==> config.mk <==
export PLATFORM = sky130hd
export DESIGN_NAME = instruction_decoder
export DESIGN_NICKNAME = d
export VERILOG_FILES = /design/src/rtl/instruction_decoder.sv
export SDC_FILE = /design/constraint.sdc
export NUM_CORES = 1
export LEC_CHECK = 0
export CAP_MARGIN = 20
export CORE_AREA = 2 2 43 55
export DETAILED_ROUTE_END_ITERATION = 8
export DIE_AREA = 0 0 45 57
export PLACE_DENSITY = 0.78
export REMOVE_ABC_BUFFERS = 1
export SLEW_MARGIN = 5
export SYNTH_ARGS = -nofsm -noshare
export SYNTH_HDL_FRONTEND = slang
export SYNTH_SLANG_ARGS = --single-unit
==> constraint.sdc <==
create_clock -name CLK -period 3.6 [get_ports CLK]
set_clock_uncertainty 0.15 [all_clocks]
set_input_delay 0.54 -clock CLK [delete_from_list [all_inputs] [get_ports CLK]]
set_output_delay 0.54 -clock CLK [all_outputs]
set_load 0.01 [all_outputs]
==> src/rtl/instruction_decoder.sv <==
// TTM4 control-unit decoder: turns opcode, register selectors and flags into
// registered, mostly active-low strobes for the register file, ALU, stack and PC.
module instruction_decoder (
    input  logic       CLK,
    input  logic       RST,
    input  logic       Z_FLAG,
    input  logic       C_FLAG,
    input  logic [4:0] OP,
    input  logic [2:0] SR,
    input  logic [2:0] LR,
    output logic       nA_OUT,
    output logic       nB_OUT,
    output logic       nIRU_OUT,
    output logic       nIRD_OUT,
    output logic       nJRU_OUT,
    output logic       nJRD_OUT,
    output logic       nA_ST,
    output logic       nB_ST,
    output logic       nORU_ST,
    output logic       nORD_ST,
    output logic       nJRU_ST,
    output logic       nJRD_ST,
    output logic [1:0] SEL,
    output logic       nFA_EN,
    output logic       nAND_EN,
    output logic       nOR_EN,
    output logic       nXOR_EN,
    output logic       nSK_EN,
    output logic       SP_D_nU,
    output logic       PC_nLD,
    output logic       SPC
);

    localparam logic [4:0] OP_MOV = 5'b00001;
    localparam logic [4:0] OP_POP = 5'b01000;
    localparam logic [4:0] OP_PSH = 5'b01001;
    localparam logic [4:0] OP_JNC = 5'b01010;
    localparam logic [4:0] OP_JC  = 5'b01011;
    localparam logic [4:0] OP_JMP = 5'b01100;
    localparam logic [4:0] OP_JNZ = 5'b01110;
    localparam logic [4:0] OP_JZ  = 5'b01111;
    localparam logic [4:0] OP_AND = 5'b10000;
    localparam logic [4:0] OP_XOR = 5'b10001;
    localparam logic [4:0] OP_OR  = 5'b10010;
    localparam logic [4:0] OP_ADD = 5'b10100;
    localparam logic [4:0] OP_SUB = 5'b10110;
    localparam logic [4:0] OP_CMP = 5'b10111;

    localparam logic [1:0] SEL_BUS   = 2'b00;
    localparam logic [1:0] SEL_LOGIC = 2'b01;
    localparam logic [1:0] SEL_ADDER = 2'b10;
    localparam logic [1:0] SEL_STACK = 2'b11;

    // nOut/nSt bit index equals the SR/LR code that selects it.
    typedef struct packed {
        logic [5:0] nOut;
        logic [5:0] nSt;
        logic [1:0] sel;
        logic       nFaEn;
        logic       nAndEn;
        logic       nOrEn;
        logic       nXorEn;
        logic       nSkEn;
        logic       spDnU;
        logic       pcNld;
        logic       spc;
    } ctrl_t;

    localparam ctrl_t CTRL_IDLE = '{
        nOut:   6'b111111,
        nSt:    6'b111111,
        sel:    SEL_BUS,
        nFaEn:  1'b1,
        nAndEn: 1'b1,
        nOrEn:  1'b1,
        nXorEn: 1'b1,
        nSkEn:  1'b1,
        spDnU:  1'b0,
        pcNld:  1'b1,
        spc:    1'b0
    };

    // Codes 110/111 (and unknown codes in simulation) fall to the default: nothing selected.
    function automatic logic [5:0] selectLowHot(input logic [2:0] code);
        case (code)
            3'b000:  return 6'b111110;
            3'b001:  return 6'b111101;
            3'b010:  return 6'b111011;
            3'b011:  return 6'b110111;
            3'b100:  return 6'b101111;
            3'b101:  return 6'b011111;
            default: return 6'b111111;
        endcase
    endfunction

    function automatic logic jumpTaken(input logic [4:0] opcode, input logic zf, input logic cf);
        case (opcode)
            OP_JMP:  return 1'b1;
            OP_JNC:  return ~cf;
            OP_JC:   return cf;
            OP_JNZ:  return ~zf;
            OP_JZ:   return zf;
            default: return 1'b0;
        endcase
    endfunction

    ctrl_t ctrl_p0;
    ctrl_t ctrl_p1;

    // Stage 0: combinational decode of the current instruction
    always_comb begin
        ctrl_p0 = CTRL_IDLE;
        case (OP)
            OP_MOV: begin
                ctrl_p0.nOut = selectLowHot(SR);
                ctrl_p0.nSt  = selectLowHot(LR);
                ctrl_p0.sel  = SEL_BUS;
            end
            OP_AND: begin
                ctrl_p0.nOut   = selectLowHot(SR);
                ctrl_p0.nSt    = selectLowHot(LR);
                ctrl_p0.sel    = SEL_LOGIC;
                ctrl_p0.nAndEn = 1'b0;
            end
            OP_OR: begin
                ctrl_p0.nOut  = selectLowHot(SR);
                ctrl_p0.nSt   = selectLowHot(LR);
                ctrl_p0.sel   = SEL_LOGIC;
                ctrl_p0.nOrEn = 1'b0;
            end
            OP_XOR: begin
                ctrl_p0.nOut   = selectLowHot(SR);
                ctrl_p0.nSt    = selectLowHot(LR);
                ctrl_p0.sel    = SEL_LOGIC;
                ctrl_p0.nXorEn = 1'b0;
            end
            OP_ADD: begin
                ctrl_p0.nOut  = selectLowHot(SR);
                ctrl_p0.nSt   = selectLowHot(LR);
                ctrl_p0.sel   = SEL_ADDER;
                ctrl_p0.nFaEn = 1'b0;
            end
            OP_SUB: begin
                ctrl_p0.nOut   = selectLowHot(SR);
                ctrl_p0.nSt    = selectLowHot(LR);
                ctrl_p0.sel    = SEL_ADDER;
                ctrl_p0.nFaEn  = 1'b0;
                ctrl_p0.nXorEn = 1'b0;
            end
            OP_CMP: begin
                // Subtract for the flags only; the result is never stored.
                ctrl_p0.nOut   = selectLowHot(SR);
                ctrl_p0.sel    = SEL_ADDER;
                ctrl_p0.nFaEn  = 1'b0;
                ctrl_p0.nXorEn = 1'b0;
            end
            OP_JMP, OP_JNC, OP_JC, OP_JNZ, OP_JZ: begin
                if (jumpTaken(OP, Z_FLAG, C_FLAG)) begin
                    ctrl_p0.pcNld = 1'b0;
                    ctrl_p0.spc   = 1'b0;
                end
            end
            OP_PSH: begin
                ctrl_p0.nSkEn = 1'b0;
                ctrl_p0.spDnU = 1'b0;
                ctrl_p0.sel   = SEL_STACK;
            end
            OP_POP: begin
                // Return: pop the stack and reload PC from the popped value.
                ctrl_p0.nSkEn = 1'b0;
                ctrl_p0.spDnU = 1'b1;
                ctrl_p0.sel   = SEL_STACK;
                ctrl_p0.pcNld = 1'b0;
                ctrl_p0.spc   = 1'b1;
            end
            default: ctrl_p0 = CTRL_IDLE;
        endcase
    end

    // Stage 1: registered control word, reset cancels any in-flight strobes
    always_ff @(posedge CLK) begin
        if (RST) begin
            ctrl_p1 <= CTRL_IDLE;
        end else begin
            ctrl_p1 <= ctrl_p0;
        end
    end

    assign nA_OUT   = ctrl_p1.nOut[0];
    assign nB_OUT   = ctrl_p1.nOut[1];
    assign nIRU_OUT = ctrl_p1.nOut[2];
    assign nIRD_OUT = ctrl_p1.nOut[3];
    assign nJRU_OUT = ctrl_p1.nOut[4];
    assign nJRD_OUT = ctrl_p1.nOut[5];
    assign nA_ST    = ctrl_p1.nSt[0];
    assign nB_ST    = ctrl_p1.nSt[1];
    assign nORU_ST  = ctrl_p1.nSt[2];
    assign nORD_ST  = ctrl_p1.nSt[3];
    assign nJRU_ST  = ctrl_p1.nSt[4];
    assign nJRD_ST  = ctrl_p1.nSt[5];
    assign SEL      = ctrl_p1.sel;
    assign nFA_EN   = ctrl_p1.nFaEn;
    assign nAND_EN  = ctrl_p1.nAndEn;
    assign nOR_EN   = ctrl_p1.nOrEn;
    assign nXOR_EN  = ctrl_p1.nXorEn;
    assign nSK_EN   = ctrl_p1.nSkEn;
    assign SP_D_nU  = ctrl_p1.spDnU;
    assign PC_nLD   = ctrl_p1.pcNld;
    assign SPC      = ctrl_p1.spc;

endmodule

==> impl_metrics.tcl, run 1 <==
set metrics [dict create \
    drv_slew 0 \
    synth_top_cell_area_share_pct 50.07 \
    antenna_found_initial 0 \
    pre_cts_ws_ns 1.148 \
    die_w_um 45 \
    rsz0062_at_grt "false" \
    grt_pass1_wl_um 2960 \
    ctsHoldBuffers 0 \
    largest_register_ffs 2 \
    syn_avg_cell_area_um2 9.877 \
    period_minus_slack_ns 2.159 \
    io_pins 37 \
    worstSetupStartpointType "input pin" \
    synth-edff-count 0 \
    ys_seq_area_share_pct 50.07 \
    min_period_over_period_pct 59.96 \
    synthMuxAreaShare_pct 0 \
    yosys_warnings 0 \
    die_y_um 57 \
    dr.pass1.iters 4 \
    power_density_mw_per_mm2 326.7 \
    synthXorXnorAreaFrac_pct 0 \
    via_per_inst 5.148 \
    grt_max_degree 13 \
    cts_setup_buffers 0 \
    track_usage_pct 15.29 \
    synth_compound_area_share_pct 12.22 \
    peakVddDrop_mv 0.1599 \
    h-tree-depth 1 \
    drtIter0Drc 13 \
    num_antenna_cells 0 \
    start_util_pct 40.13 \
    final_nets 141 \
    crit_type "input pin to register" \
    relSlewSlack_pct 62.69 \
    ys.flop_type "dfxtp_1" \
    synth_top_family_by_area "simple AND/OR/NAND/NOR gates" \
    critPathCaptureType "register" \
    crit_family "simple AND/OR/NAND/NOR gates" \
    first_global_vias 694 \
    cp_data_required_time_ns 3.61 \
    fin_hold_ws_ns 0.6843 \
    drc_errors 0 \
    path_depth 4 \
    ant_nets 0 \
    worst_pin_slew_ns 0.5539 \
    cts_made_buffers 3 \
    max_freq_ghz 0.4633 \
    async_flop_share_pct 0 \
    clockRootBuffer "clkbuf_4" \
    fillCellCount 192 \
    hold_violations 0 \
    num_rows 19 \
    grt_overflow 0 \
    cts_tree "done" \
    ys_top_cells_by_area "dfxtp_1 (50%), nand3_1 (7.7%), ha_1 (6.0%)" \
    p_total_w 0.0004026 \
    setup_viol_count_final 0 \
    hpwl_um 1428 \
    fin_ws_ns 1.441 \
    final.setup.tns_ns 0 \
    status "finished clean" \
    netlist_instances 85 \
    syn_area_um2 839.6 \
    cp_max_fo 12 \
    cpPeakStageDelay_ns 0.59 \
    clk_pin_slew_ns 0.10 \
    dieArea_mm2 0.002565 \
    slowest_stage "clkdlybuf4s50_1" \
    ctsResizeCount 0 \
    cp.arrival_ns 2.17 \
    cts.sinks 21 \
    maxCapViolations 0 \
    synthAdderAreaFrac_pct 5.961 \
    path_cells "clkdlybuf4s50_1 -> or3b_4 -> a2111oi_4 -> nand2_1" \
    hold_depth 2 \
    wl_um 1711 \
    yosysTopAreaCell "dfxtp_1" \
    holdCritPathClass "input pin to register" \
    synth_simple_gate_area_share_pct 28.02 \
    core_area_mm2 0.002092 \
    syn2layout_area_growth_pct 46.80 \
    vias 731 \
    final_layout_size_suffix_gt1_share_pct 4.959 \
    synthDistinctLibCells 29 \
    portBuffers 36 \
    wl_per_cell_um 12.05 \
    yosys_register_bits 21 \
    gp_congestion 0.8204 \
    cts_max_path_buffers 2 \
    p_leak_nw 0.4635 \
    final_util_pct 58.91 \
    cp_num_buf_inv 1 \
]
==> cells in the mapped netlist, drive strengths merged, types with 2 or more instances <==
master / instances
ha: 4
a21boi: 3
inv: 3
nor2: 4
clkbuf: 2
nor3b: 2
nand3: 13
or3: 2
nand2b: 3
nand2: 6
buf: 2
o311ai: 3
nor3: 4
dfxtp: 21
==> path summary, 6_finish.rpt <==
check	start	to	slack, ns
setup / recovery	OP[2]	nA_ST	1.44
hold / removal	LR[1]	nORD_ST	0.68
==> power by group <==
part	internal (W)	switching [W]	total [W]
Sequential	0.000237	0.00000115	0.000238
Clock	0.0000430	0.0000608	0.000104
Combinational	0.0000319	0.0000292	0.0000611
Total	0.000312	0.0000911	0.000403
==> final cells by class <==
cell class	instances	area (µm²)	share of cell area (%)
sequential	21	420.4	34.11
inverter	3	11.26	0.9137
tap	21	26.28	2.132
timing repair buffer	36	360.3	29.24
multi-input combinational	57	387.9	31.47
clock buffer	4	26.28	2.132
==> cells by family (layout without fill, tap and decap cells) <==
family / count (synthesis) / count (layout)
flip-flops: 21 / 21
buffers and inverters: 7 / 43
AO/OA/AOI/OAI: 11 / 11
adder cells (fa/ha/maj): 4 / 4
AND/OR/NAND/NOR: 42 / 42
==> cells in the final DEF (no fill, tap or decap), drive strengths merged <==
cell type / count
a22oi: 1
nor3: 4
a2111oi: 1
o311ai: 3
a2bb2oi: 1
nand3b: 1
and2: 1
a21oi: 1
clkdlybuf4s50: 36
nor2: 4
ha: 4
clkbuf: 4
o21ai: 1
nor3b: 2
nand2: 6
or3b: 1
or2b: 1
nand2b: 3
inv: 3
nand4: 1
nor2b: 1
or4: 1
nand3: 13
nand4bb: 1
a21boi: 3
or3: 2
dfxtp: 21
==> stage by stage <==
step                area (µm²)  std cells
floorplan                819.5         81
global placement          1206        138
detailed placement        1206        138
CTS                       1232        142
global route              1232        142
finish                    1232        142
==> layer usage <==
layer	vias to the layer above	GRT usage, %	share of wire (%)
met5	-	0	0
met4	0	9.244	1.6
met3	2	0.9494	4.0
met2	21	24.90	52
met1	335	19.20	42
li1	373	-	-
Note: power is estimated with default switching activity, not from simulation.
==> run 2, diff against run 1 <==
CORE_AREA = 2 2 47 59   (was 2 2 43 55)
DIE_AREA = 0 0 49 61   (was 0 0 45 57)
PLACE_DENSITY = 0.71   (was 0.78)
clock period = 1.87 ns   (was 3.6 ns; I/O delays follow)
==> impl_metrics.tcl, run 2 (same netlist as run 1, synthesis figures left out) <==
set metrics [dict create \
    clk_pin_slew_ns 0.10 \
    dr.pass1.iters 4 \
    crit_type "input pin to register" \
    cp.arrival_ns 1.72 \
    hold_depth 2 \
    final.setup.tns_ns 0 \
    p_leak_nw 0.5269 \
    hpwl_um 1504 \
    power_density_mw_per_mm2 598.4 \
    hold_end "nORD_ST" \
    gp_congestion 0.7945 \
    drtIter0Drc 14 \
    hp-start "LR[1]" \
    cp_max_fo 4 \
    final_common_cell "clkdlybuf4s50_1" \
    dieArea_mm2 0.002989 \
    via_per_inst 4.647 \
    io_pins 37 \
    dp.cells 163 \
    most-common-layout-cells "clkdlybuf4s50_1 (36), dfxtp_1 (21), nand3_1 (13), buf_4 (13), nand2_1 (6)" \
    drc_errors 0 \
    max_freq_ghz 0.5917 \
    rsz0062_at_grt "false" \
    p_int_w 0.0006179 \
    clockRootBuffer "clkbuf_4" \
    cts_made_buffers 3 \
    core_area_mm2 0.002427 \
    drv_slew 0 \
    fin_cells 167 \
    hold_violations 0 \
    swShare_pct 23.22 \
    maxCapViolations 0 \
    first_global_vias 710 \
    final_util_pct 55.41 \
    final_cell_area_mm2 0.001345 \
    portBuffers 36 \
    p_clk_share_pct 25.6 \
    final_nets 154 \
    pre_cts_ws_ns -0.1375 \
    fin_ws_ns 0.1799 \
    period_minus_slack_ns 1.690 \
    wl_um 1811 \
    cts.sinks 21 \
    cts_setup_buffers 0 \
    grt_max_degree 12 \
    peakVddDrop_mv 0.3143 \
    ctsResizeCount 0 \
    track_usage_pct 12.98 \
    placed_area_mm2 0.001319 \
    worstSetupStartpointType "input pin" \
    setup_viol_count_final 0 \
    largest_register_ffs 2 \
    sequentialPowerShare_pct 56.8 \
    critPathCaptureType "register" \
    syn2layout_area_growth_pct 60.21 \
    relSlewSlack_pct 76.46 \
    status "finished clean" \
    ctsHoldBuffers 0 \
    min_period_over_period_pct 90.38 \
    num_rows 20 \
    antenna_found_initial 0 \
    worst_pin_slew_ns 0.3531 \
    holdCritPathClass "input pin to register" \
    start_util_pct 34.59 \
    die_y_um 61 \
    power_frac_comb_pct 17.5 \
    cts_max_path_buffers 2 \
    ant_nets 0 \
    final_layout_size_suffix_gt1_share_pct 14.18 \
    die_w_um 49 \
    cp_data_required_time_ns 1.90 \
    cts_tree "done" \
    grt_pass1_wl_um 2939 \
    p_sw_w 0.0001869 \
    grt_overflow 0 \
    h-tree-depth 1 \
    vias 776 \
    wl_per_cell_um 10.84 \
    num_antenna_cells 0 \
]
-- run 2: cell types whose count changed in the layout (fill, tap and decap cells not counted) --
cell	change
buf_4	+13
-- run 2: layout make-up --
| type | instances | area, µm² |
|---|---|---|
| multi-input cells | 57 | 387.9 |
| inverters | 3 | 11.26 |
| clock buffers | 4 | 26.28 |
| repair buffers | 49 | 457.9 |
| fillers | 242 | 1082 |
| flip-flops and latches | 21 | 420.4 |
| well taps | 33 | 41.29 |
-- run 2: through the flow --
stage / hold slack [ns] / total power (W)
3_3_place_gp: 0.7098 / 0.0006047
6_report: 0.4256 / 0.0008049
2_1_floorplan: 0.2023 / 0.0005126
4_1_cts: 0.4279 / 0.0008137
3_5_place_dp: 0.7307 / 0.0006090
5_1_grt: 0.4385 / 0.0008486
-- run 2: power groups by stage --
stage | clock network, W | logic, W | registers (W)
floorplan | 0 | 0.0000400 | 0.000473
global placement | 0 | 0.000137 | 0.000468
detailed placement | 0 | 0.000141 | 0.000468
CTS | 0.000214 | 0.000142 | 0.000458
global route | 0.000236 | 0.000154 | 0.000458
finish | 0.000206 | 0.000141 | 0.000457
-- run 2: worst max-delay path by stage --
| stage | startpoint | cells after the start | endpoint | slack, ns |
|---|---|---|---|---|
| finish | OP[0] | 4 | nORD_ST | 0.18 |
| global route | SR[1] | 5 | nIRD_OUT | 0.04 |
| CTS | OP[0] | 4 | nORD_ST | 0.18 |
| detailed placement | OP[0] | 4 | nORU_ST | -0.14 |
| global placement | OP[0] | 4 | nORD_ST | -0.12 |
| floorplan | OP[1] | 3 | nORD_ST | 0.40 |
-- run 2: per-layer routing --
metal | part of all wire (%) | vias up | GRT usage [%] | routed length [µm]
li1 | - | 400 | - | -
met1 | 39 | 358 | 12.46 | 709
met2 | 56 | 16 | 27.40 | 1019
met3 | 3.0 | 2 | 0.2463 | 54
met4 | 1.5 | 0 | 8.571 | 27
met5 | 0 | - | 0 | 0
-- run 2: critical path, cell delays in order --
cell,delay [ns]
clkdlybuf4s50_1,0.47
or3b_4,0.41
a2111oi_4,0.44
nand3_1,0.11
